<file path="src/rtl/instr_dispatch.sv">
// In-order instruction dispatch buffer: a small FIFO whose head is steered to the
// ALU, SFU or vector port by opcode class; illegal opcodes are retired and counted.
module instr_dispatch #(
  parameter int DEPTH = 4,
  parameter int CNT_W = 16
) (
  input  logic                         clk,
  input  logic                         rst_n,
  input  logic                         flush,
  input  logic                         in_valid,
  output logic                         in_ready,
  input  logic [39:0]                  in_instr,
  output logic                         alu_valid,
  input  logic                         alu_ready,
  output logic [39:0]                  alu_instr,
  output logic                         sfu_valid,
  input  logic                         sfu_ready,
  output logic [39:0]                  sfu_instr,
  output logic                         vec_valid,
  input  logic                         vec_ready,
  output logic [39:0]                  vec_instr,
  output logic                         illegal_valid,
  output logic [7:0]                   illegal_op,
  output logic [CNT_W-1:0]             illegal_count,
  output logic [$clog2(DEPTH+1)-1:0]   occupancy,
  output logic                         idle
);

  localparam int PTR_W = $clog2(DEPTH);
  localparam int OCC_W = $clog2(DEPTH+1);

  typedef enum logic [1:0] {
    CLS_ALU = 2'd0,
    CLS_SFU = 2'd1,
    CLS_VEC = 2'd2,
    CLS_ILL = 2'd3
  } op_class_t;

  function automatic op_class_t classify_op(input logic [7:0] op);
    op_class_t cls;
    if (op <= 8'd9) begin
      cls = CLS_ALU;
    end else if (op <= 8'd14) begin
      cls = CLS_SFU;
    end else if (op <= 8'd16) begin
      cls = CLS_ALU;
    end else if (op <= 8'd20) begin
      cls = CLS_VEC;
    end else begin
      cls = CLS_ILL;
    end
    return cls;
  endfunction

  function automatic logic [CNT_W-1:0] sat_inc(input logic [CNT_W-1:0] v);
    logic [CNT_W-1:0] r;
    if (&v) begin
      r = v;
    end else begin
      r = v + {{(CNT_W-1){1'b0}}, 1'b1};
    end
    return r;
  endfunction

  logic [39:0]      mem_r [DEPTH];
  logic [PTR_W-1:0] wr_ptr_r;
  logic [PTR_W-1:0] rd_ptr_r;
  logic [OCC_W-1:0] count_r;
  logic             illegal_valid_r;
  logic [7:0]       illegal_op_r;
  logic [CNT_W-1:0] illegal_count_r;

  logic             empty_s;
  logic             full_s;
  logic             push_s;
  logic             pop_s;
  logic             ill_pop_s;
  logic [39:0]      head_s;
  op_class_t        head_cls_s;

  // Head decode and FIFO status from registered state only.
  always_comb begin
    empty_s    = (count_r == {OCC_W{1'b0}});
    full_s     = (count_r == OCC_W'(DEPTH));
    head_s     = mem_r[rd_ptr_r];
    head_cls_s = classify_op(head_s[39:32]);
  end

  // Port steering: valids never look at any *_ready input.
  always_comb begin
    alu_valid = 1'b0;
    sfu_valid = 1'b0;
    vec_valid = 1'b0;
    ill_pop_s = 1'b0;
    if (!empty_s) begin
      case (head_cls_s)
        CLS_ALU: alu_valid = 1'b1;
        CLS_SFU: sfu_valid = 1'b1;
        CLS_VEC: vec_valid = 1'b1;
        CLS_ILL: ill_pop_s = 1'b1;
        default: ill_pop_s = 1'b1;
      endcase
    end else begin
      ill_pop_s = 1'b0;
    end
  end

  // Handshake qualification and output buses.
  always_comb begin
    push_s    = in_valid && !full_s;
    pop_s     = (alu_valid && alu_ready) || (sfu_valid && sfu_ready) ||
                (vec_valid && vec_ready) || ill_pop_s;
    in_ready  = !full_s;
    idle      = empty_s;
    occupancy = count_r;
    if (empty_s) begin
      alu_instr = 40'h0;
      sfu_instr = 40'h0;
      vec_instr = 40'h0;
    end else begin
      alu_instr = head_s;
      sfu_instr = head_s;
      vec_instr = head_s;
    end
  end

  // Entry storage; a flush discards any same-cycle push.
  always_ff @(posedge clk or negedge rst_n) begin
    if (!rst_n) begin
      for (int i = 0; i < DEPTH; i++) begin
        mem_r[i] <= 40'h0;
      end
    end else if (push_s && !flush) begin
      mem_r[wr_ptr_r] <= in_instr;
    end
  end

  // Pointers and occupancy; power-of-two depth lets the pointers wrap naturally.
  always_ff @(posedge clk or negedge rst_n) begin
    if (!rst_n) begin
      wr_ptr_r <= {PTR_W{1'b0}};
      rd_ptr_r <= {PTR_W{1'b0}};
      count_r  <= {OCC_W{1'b0}};
    end else if (flush) begin
      wr_ptr_r <= {PTR_W{1'b0}};
      rd_ptr_r <= {PTR_W{1'b0}};
      count_r  <= {OCC_W{1'b0}};
    end else begin
      if (push_s) begin
        wr_ptr_r <= wr_ptr_r + PTR_W'(1);
      end
      if (pop_s) begin
        rd_ptr_r <= rd_ptr_r + PTR_W'(1);
      end
      case ({push_s, pop_s})
        2'b10:   count_r <= count_r + OCC_W'(1);
        2'b01:   count_r <= count_r - OCC_W'(1);
        default: count_r <= count_r;
      endcase
    end
  end

  // Illegal retirement record; op and count survive a flush.
  always_ff @(posedge clk or negedge rst_n) begin
    if (!rst_n) begin
      illegal_valid_r <= 1'b0;
      illegal_op_r    <= 8'h0;
      illegal_count_r <= {CNT_W{1'b0}};
    end else if (flush) begin
      illegal_valid_r <= 1'b0;
    end else begin
      illegal_valid_r <= ill_pop_s;
      if (ill_pop_s) begin
        illegal_op_r    <= head_s[39:32];
        illegal_count_r <= sat_inc(illegal_count_r);
      end
    end
  end

  assign illegal_valid = illegal_valid_r;
  assign illegal_op    = illegal_op_r;
  assign illegal_count = illegal_count_r;

endmodule

</file>
<file path="config.mk">
export PLATFORM = sky130hd
export DESIGN_NAME = instr_dispatch
export DESIGN_NICKNAME = d
export VERILOG_FILES = /design/src/rtl/instr_dispatch.sv
export SDC_FILE = /design/constraint.sdc
export NUM_CORES = 1
export LEC_CHECK = 0
export ABC_AREA = 1
export CAP_MARGIN = 10
export CORE_ASPECT_RATIO = 2
export CORE_MARGIN = 2
export CORE_UTILIZATION = 44
export DETAILED_ROUTE_END_ITERATION = 8
export DONT_BUFFER_PORTS = 1
export HOLD_SLACK_MARGIN = 0.03
export SLEW_MARGIN = 20
export SYNTH_ARGS = -nofsm -noshare
export SYNTH_HDL_FRONTEND = slang
export SYNTH_SLANG_ARGS = --single-unit
</file>
<file path="constraint.sdc">
create_clock -name clk -period 5.4 [get_ports clk]
set_clock_uncertainty 0.2 [all_clocks]
set_input_delay 1.62 -clock clk [delete_from_list [all_inputs] [get_ports clk]]
set_output_delay 1.62 -clock clk [all_outputs]
set_load 0.05 [all_outputs]
</file>
==> results.yml, run 1 <==
status:
  outcome: "finished clean"
clock_tree:
  insertion_delay_ns: 0.44
  cts_setup_buffers: 0
  ctsRootBufferMaster: "sky130_fd_sc_hd__clkbuf_16"
  cts_repair_resize_count: 0
  cts_max_path_buffers: 2
  tritoncts: "done"
  clock_sinks: 192
  cts-htree-levels: 4
  cts_inserted_buffers: 17
  clkSlewWorstSetupHoldPaths_ns: 0.08
  cts_hold_buffers: 0
critical_path:
  rr_endpoint: "occupancy[2]"
  path_cells: "inv_2, nand2_1, nand2_1, nand2_1, nand2_1, nand2_1, a21oi_4, nand3_2, nor2_2"
  worstSetupStartpointType: "flip-flop"
  cp_data_arrival_time_ns: 3.02
  worstSetupEndpoint: "vec_valid"
  worst_path_most_repeated_cell: "sky130_fd_sc_hd__nand2_1"
  rrSetupSlack_ns: 1.54
  timing.critical_path.to_type: "output port"
  worst-endpoint-required_ns: 3.58
  cp_buf_inv_count: 1
  worst_path_maximum_fanout: 45
  critical_path_class: "reg2out"
  max_stage_delay_ns: 0.64
  cpLargestDelayFamily: "simple AND/OR/NAND/NOR gates"
  r2r_start: "rd_ptr_r[0]"
  setup.worst_path.start: "rd_ptr_r[0]"
  cp_num_cells: 9
  number_of_cell_instances_on_the_worst_register_to_register_path: 20
  critPathSlowestCell: "sky130_fd_sc_hd__dfrtp_4"
yosys:
  synth_top_cell_area_share_pct: 50.1
  post_synth_main_area_contributors: "sky130_fd_sc_hd__dfrtp_1 50%, sky130_fd_sc_hd__o21ai_0 13%, sky130_fd_sc_hd__nand2_1 10%"
  postSynthAreaPerCell_um2: 8.05
  ys_ff_latch: 192
  syn-num-nets: 1245
  yosys.area.top_type: "sky130_fd_sc_hd__dfrtp_1"
  mappedNetlistArea_um2: 9590
  ys_seq_area_share_pct: 50.1
  synth_warnings: 0
  synthesis.instances: 1192
  synthDistinctLibCells: 30
layout:
  finish.utilization_pct: 48.7
  final_common_cell: "sky130_fd_sc_hd__nand2_1"
  area_delta_synth_final_pct: 9.13
  share_of_layout_cells_above_drive_strength_1_pct: 14.5
  antennaDiodeCount: 0
  mostFrequentLayoutCells: "260 x sky130_fd_sc_hd__nand2_1, 242 x sky130_fd_sc_hd__o21ai_0, 190 x sky130_fd_sc_hd__dfrtp_1"
  design.final.nets: 1169
  stdcell_area_um2: 10500
  n_fill_cell: 2159
floorplanning:
  floorplan.die_area_um2: 23100
  y_dimension_of_the_die_um: 213
  floorplan.rows: 76
  num_io_pins: 200
  initial_core_util_pct: 44.6
  die_width_um: 108
  core_area_um2: 21500
placed_design:
  place.gp.congestion: 0.773
  detailedPlacementHpwl_mm: 14.6
  io_buf_count: 0
  dpl-instance-area_um2: 9870
timing:
  period_share_pct: 89.7
  max_transition_viols_final: 0
  timing.final.setup_violations: 0
  fin_crit_ns: 4.84
  timing_hold_violations_final: 0
  fin_worst_hold_slack_ns: 0.280
  unrepaired_setup_endpoints_after_global_routing: "no"
  fmax_mhz: 207
  final.setup.tns_ns: 0
  timing.slew.headroom_pct: 42.9
  tightestPinTransition_ns: 0.857
routing:
  drc: 0
  drt-total-wl_mm: 22.5
  drt-initial-drc-count: 421
  detail-route-antenna-nets: 0
  vias: 7127
  routed_via_density: 5.08
  first_pass_iters: 5
  wl_per_cell_um: 16.1
global_routing:
  grt_first_pass_wirelength_mm: 36.7
  number_of_global_route_vias_before_repair: 7174
  gr-usage-all-layers_pct: 20.4
  number_of_antenna_violations_at_the_first_check_in_global_routing: 0
  grt_overflow_total: 0
  grt_start_max_net_pins: 193
worst_hold_path:
  worstHoldPathType: "reg2reg"
job:
  maxCapViolations: 0
==> tightest hold or removal path, cell delays in order, from the launching register on <==
cell and delay, ns:
sky130_fd_sc_hd__dfrtp_1 0.34, sky130_fd_sc_hd__nand2_1 0.05, sky130_fd_sc_hd__o21ai_0 0.06
==> cells in the mapped netlist <==
cell type,n
sky130_fd_sc_hd__nand2_1,264
sky130_fd_sc_hd__o21ai_0,242
sky130_fd_sc_hd__dfrtp_1,192
sky130_fd_sc_hd__nor2_1,152
sky130_fd_sc_hd__buf_4,84
sky130_fd_sc_hd__inv_1,66
sky130_fd_sc_hd__clkbuf_1,53
sky130_fd_sc_hd__a21oi_1,35
sky130_fd_sc_hd__nand3_1,25
sky130_fd_sc_hd__xor2_1,13
sky130_fd_sc_hd__nand2_2,10
sky130_fd_sc_hd__nor2_2,7
sky130_fd_sc_hd__nand4_1,6
sky130_fd_sc_hd__nor3_1,6
sky130_fd_sc_hd__ha_1,5
sky130_fd_sc_hd__inv_2,5
sky130_fd_sc_hd__nand3_2,4
sky130_fd_sc_hd__buf_1,3
sky130_fd_sc_hd__buf_6,3
sky130_fd_sc_hd__xnor2_1,3
sky130_fd_sc_hd__buf_2,2
sky130_fd_sc_hd__nand2_4,2
sky130_fd_sc_hd__nor2_4,2
sky130_fd_sc_hd__nor3_2,2
sky130_fd_sc_hd__a21oi_4,1
sky130_fd_sc_hd__fa_1,1
sky130_fd_sc_hd__nand3_4,1
sky130_fd_sc_hd__nand3b_1,1
sky130_fd_sc_hd__o21ai_1,1
sky130_fd_sc_hd__o21ai_4,1
==> flip-flops by register name (all words and copies together) (netlist names) <==
register       count
wr_ptr_r           2
mem_r            160
illegal_op         8
illegal_count     16
rd_ptr_r           2
occupancy          3
illegal_valid      1
==> how the worst min path moves through the flow <==
stage | start | endpoint | slack (ns) | cells after the start
2_1_floorplan | mem_r[0] | mem_r[0] | 0.25 | 2
3_3_place_gp | mem_r[2] | mem_r[2] | 0.26 | 2
3_5_place_dp | mem_r[3] | mem_r[3] | 0.27 | 2
4_1_cts | mem_r[3] | mem_r[3] | 0.28 | 2
5_1_grt | mem_r[97] | mem_r[97] | 0.30 | 2
6_report | mem_r[7] | mem_r[7] | 0.28 | 2
==> metrics by stage <==
step                      setup slack [ns]  std cells
after global routing                 0.346       1402
after global placement                1.01       1370
after CTS                            0.505       1402
final                                0.557       1402
after floorplan                      0.928       1192
after detailed placement             0.990       1370
==> layout make-up <==
class | count | area (µm²) | area share [%]
clock buffer | 19 | 453 | 4.33
clock inverter | 13 | 150 | 1.43
inverter | 71 | 267 | 2.55
multi-input combinational | 784 | 4070 | 38.9
sequential | 192 | 4810 | 45.9
tap | 273 | 342 | 3.26
timing repair buffer | 50 | 375 | 3.59
==> routing by layer <==
layer | track usage, % | wire (µm) | up-vias
met5 | 0 | 0 | -
met4 | 7.43 | 464 | 0
met3 | 4.52 | 982 | 28
met2 | 35.7 | 11800 | 137
met1 | 24.2 | 9340 | 3393
li1 | - | - | 3569
==> kinds of logic (layout without fill, tap and decap cells) <==
family / after synthesis / after routing / share of synthesized area [%]
AND/OR/NAND/NOR: 482 / 482 / 20.8
AO/OA/AOI/OAI: 280 / 280 / 14.8
buffers and inverters: 216 / 153 / 12.0
flip-flops: 192 / 192 / 50.1
XOR/XNOR: 16 / 16 / 1.46
adder cells (fa/ha/maj): 6 / 6 / 0.861
Power of run 1 is not shown: default switching activity piles up to over one toggle a cycle in this logic, so the estimate is an artifact.
==> run 2: changes to the inputs <==
==> constraint.sdc (replaced) <==
create_clock -name clk -period 4.65 [get_ports clk]
set_clock_uncertainty 0.2 [all_clocks]
set_input_delay 1.395 -clock clk [delete_from_list [all_inputs] [get_ports clk]]
set_output_delay 1.395 -clock clk [all_outputs]
set_load 0.05 [all_outputs]
==> run 2 against run 1 <==
  * Global-route usage up 0.59 points
  * Sequential share of layout area decreased by 2.3 points
  * Die area unchanged
  * Non-clock buffer count rose by 2
  * Register-to-register slack got worse by 0.57 ns
  * Cell area up 5.4%
  * Critical path depth shrank 2
  * Final cell count about the same
  * Routed wire length grew 0.90%
  * Sequential cell count unchanged
==> results.yml, run 2 (synthesis gave the netlist of run 1 again) <==
status:
  outcome: "finished clean"
placed_design:
  detailedPlacementHpwl_mm: 14.7
  placed_cells_incl_taps: 1372
  place.gp.congestion: 0.816
  io_buf_count: 0
timing:
  max_transition_viols_final: 0
  period_share_pct: 93.7
  tightestPinTransition_ns: 0.807
  fmax_mhz: 230
  fin_worst_hold_slack_ns: 0.280
  timing.final.setup_violations: 0
  fin_crit_ns: 4.36
  final.setup.tns_ns: 0
  timing.slew.headroom_pct: 46.2
  timing_hold_violations_final: 0
  unrepaired_setup_endpoints_after_global_routing: "no"
global_routing:
  grt_first_pass_wirelength_mm: 37.6
  gr-usage-all-layers_pct: 21.0
  number_of_global_route_vias_before_repair: 7345
  grt_overflow_total: 0
  number_of_antenna_violations_at_the_first_check_in_global_routing: 0
  grt_start_max_net_pins: 193
layout:
  mostFrequentLayoutCells: "260 x sky130_fd_sc_hd__nand2_1, 242 x sky130_fd_sc_hd__o21ai_0, 190 x sky130_fd_sc_hd__dfrtp_1"
  antennaDiodeCount: 0
  largest_register_ff_count: 160
  top_register: "mem_r"
  n_fill_cell: 2083
  layoutNonFillerInstCount: 1403
  area_delta_synth_final_pct: 15.0
  final_common_cell: "sky130_fd_sc_hd__nand2_1"
  share_of_layout_cells_above_drive_strength_1_pct: 14.2
  finish.utilization_pct: 51.3
  design.final.nets: 1171
critical_path:
  worst-endpoint-required_ns: 3.05
  timing.critical_path.to_type: "output port"
  r2r_start: "rd_ptr_r[0]"
  setup.worst_path.start: "rd_ptr_r[1]"
  worst_path_maximum_fanout: 26
  critical_path_class: "reg2out"
  cp_data_arrival_time_ns: 2.76
  number_of_cell_instances_on_the_worst_register_to_register_path: 19
  worstSetupStartpointType: "flip-flop"
  rrSetupSlack_ns: 0.97
  rr_endpoint: "occupancy[2]"
clock_tree:
  cts_hold_buffers: 0
  clock_sinks: 192
  tritoncts: "done"
  ctsRootBufferMaster: "sky130_fd_sc_hd__clkbuf_16"
  cts_inserted_buffers: 17
  cts_max_path_buffers: 2
  cts_setup_buffers: 0
  clkSlewWorstSetupHoldPaths_ns: 0.07
  cts_repair_resize_count: 0
  insertion_delay_ns: 0.44
  cts-htree-levels: 4
routing:
  drc: 0
  vias: 7198
  wl_per_cell_um: 16.2
  detail-route-antenna-nets: 0
  drt-initial-drc-count: 456
  first_pass_iters: 5
  routed_via_density: 5.13
  drt-total-wl_mm: 22.8
floorplanning:
  num_io_pins: 200
  die_width_um: 108
  initial_core_util_pct: 44.6
  floorplan.rows: 76
  y_dimension_of_the_die_um: 213
  core_area_um2: 21500
  floorplan.die_area_um2: 23100
worst_hold_path:
  worstHoldPathType: "reg2reg"
  holdPathEnd: "mem_r[14]"
  start_point_of_the_worst_hold_path: "mem_r[14]"
  timing.hold.worst_path_depth: 2
job:
  maxCapViolations: 0
[run 2: cell types whose count changed in the layout (fill, tap and decap cells not counted), moves of 3 or more]
cell                         previous run  this run
sky130_fd_sc_hd__clkbuf_1               0         5
sky130_fd_sc_hd__buf_12                 0        43
sky130_fd_sc_hd__clkbuf_8               2         5
sky130_fd_sc_hd__clkinvlp_4             5         1
sky130_fd_sc_hd__inv_6                  5         0
sky130_fd_sc_hd__buf_4                 50         9
[run 2: cell type report]
class                           count  area, µm²  area share, %
Clock buffer                       27        513           4.65
Timing Repair Buffer               52        928           8.42
Sequential cell                   192       4810           43.6
Clock inverter                      4       97.6          0.885
Inverter                           71        267           2.42
Multi-Input combinational cell    784       4070           36.9
Tap cell                          273        342           3.10
[run 2: routing by layer]
metal  wire length [µm]  part of all wire (%)  vias up  GRT usage [%]
met5                  0                     0        -              0
met4                577                   2.5        0           8.27
met3               1050                   4.6       35           4.49
met2              11800                    52      150           36.2
met1               9300                    41     3434           25.3
li1                   -                     -     3579              -
[run 2: worst max path at each step]
stage	cells after the start	endpoint
after floorplan	4	sfu_instr[31]
after global routing	7	vec_valid
after detailed placement	7	vec_valid
after global placement	11	sfu_valid
final	7	vec_valid
after CTS	7	vec_valid
[run 2: worst max-delay path, cell delays in order (launching register included)]
cell and delay [ns]:
sky130_fd_sc_hd__dfrtp_2 0.55, sky130_fd_sc_hd__inv_2 0.46, sky130_fd_sc_hd__nand3_1 0.16, sky130_fd_sc_hd__nand2_2 0.17, sky130_fd_sc_hd__nand3_1 0.17, sky130_fd_sc_hd__a21oi_4 0.18, sky130_fd_sc_hd__nand3_2 0.14, sky130_fd_sc_hd__nor2_2 0.48
[run 2: stage by stage]
step	setup WS, ns	area, µm²
after floorplan	0.403	9590
after global placement	0.809	10400
after detailed placement	0.770	10400
after CTS	0.278	11000
after global routing	0.106	11000
final	0.293	11000
Power of run 2 is left out for the same reason.
==> run 3: changes to the inputs <==
--- a/config.mk
+++ b/config.mk
@@ -13,6 +13,7 @@
 export DETAILED_ROUTE_END_ITERATION = 8
 export DONT_BUFFER_PORTS = 1
 export HOLD_SLACK_MARGIN = 0.03
+export SKIP_CTS_REPAIR_TIMING = 1
 export SLEW_MARGIN = 20
 export SYNTH_ARGS = -nofsm -noshare
 export SYNTH_HDL_FRONTEND = slang
==> results of run 3 <==
The final DEF is identical to that of run 2; final timing and power are the same.
Power of run 3 is left out for the same reason.
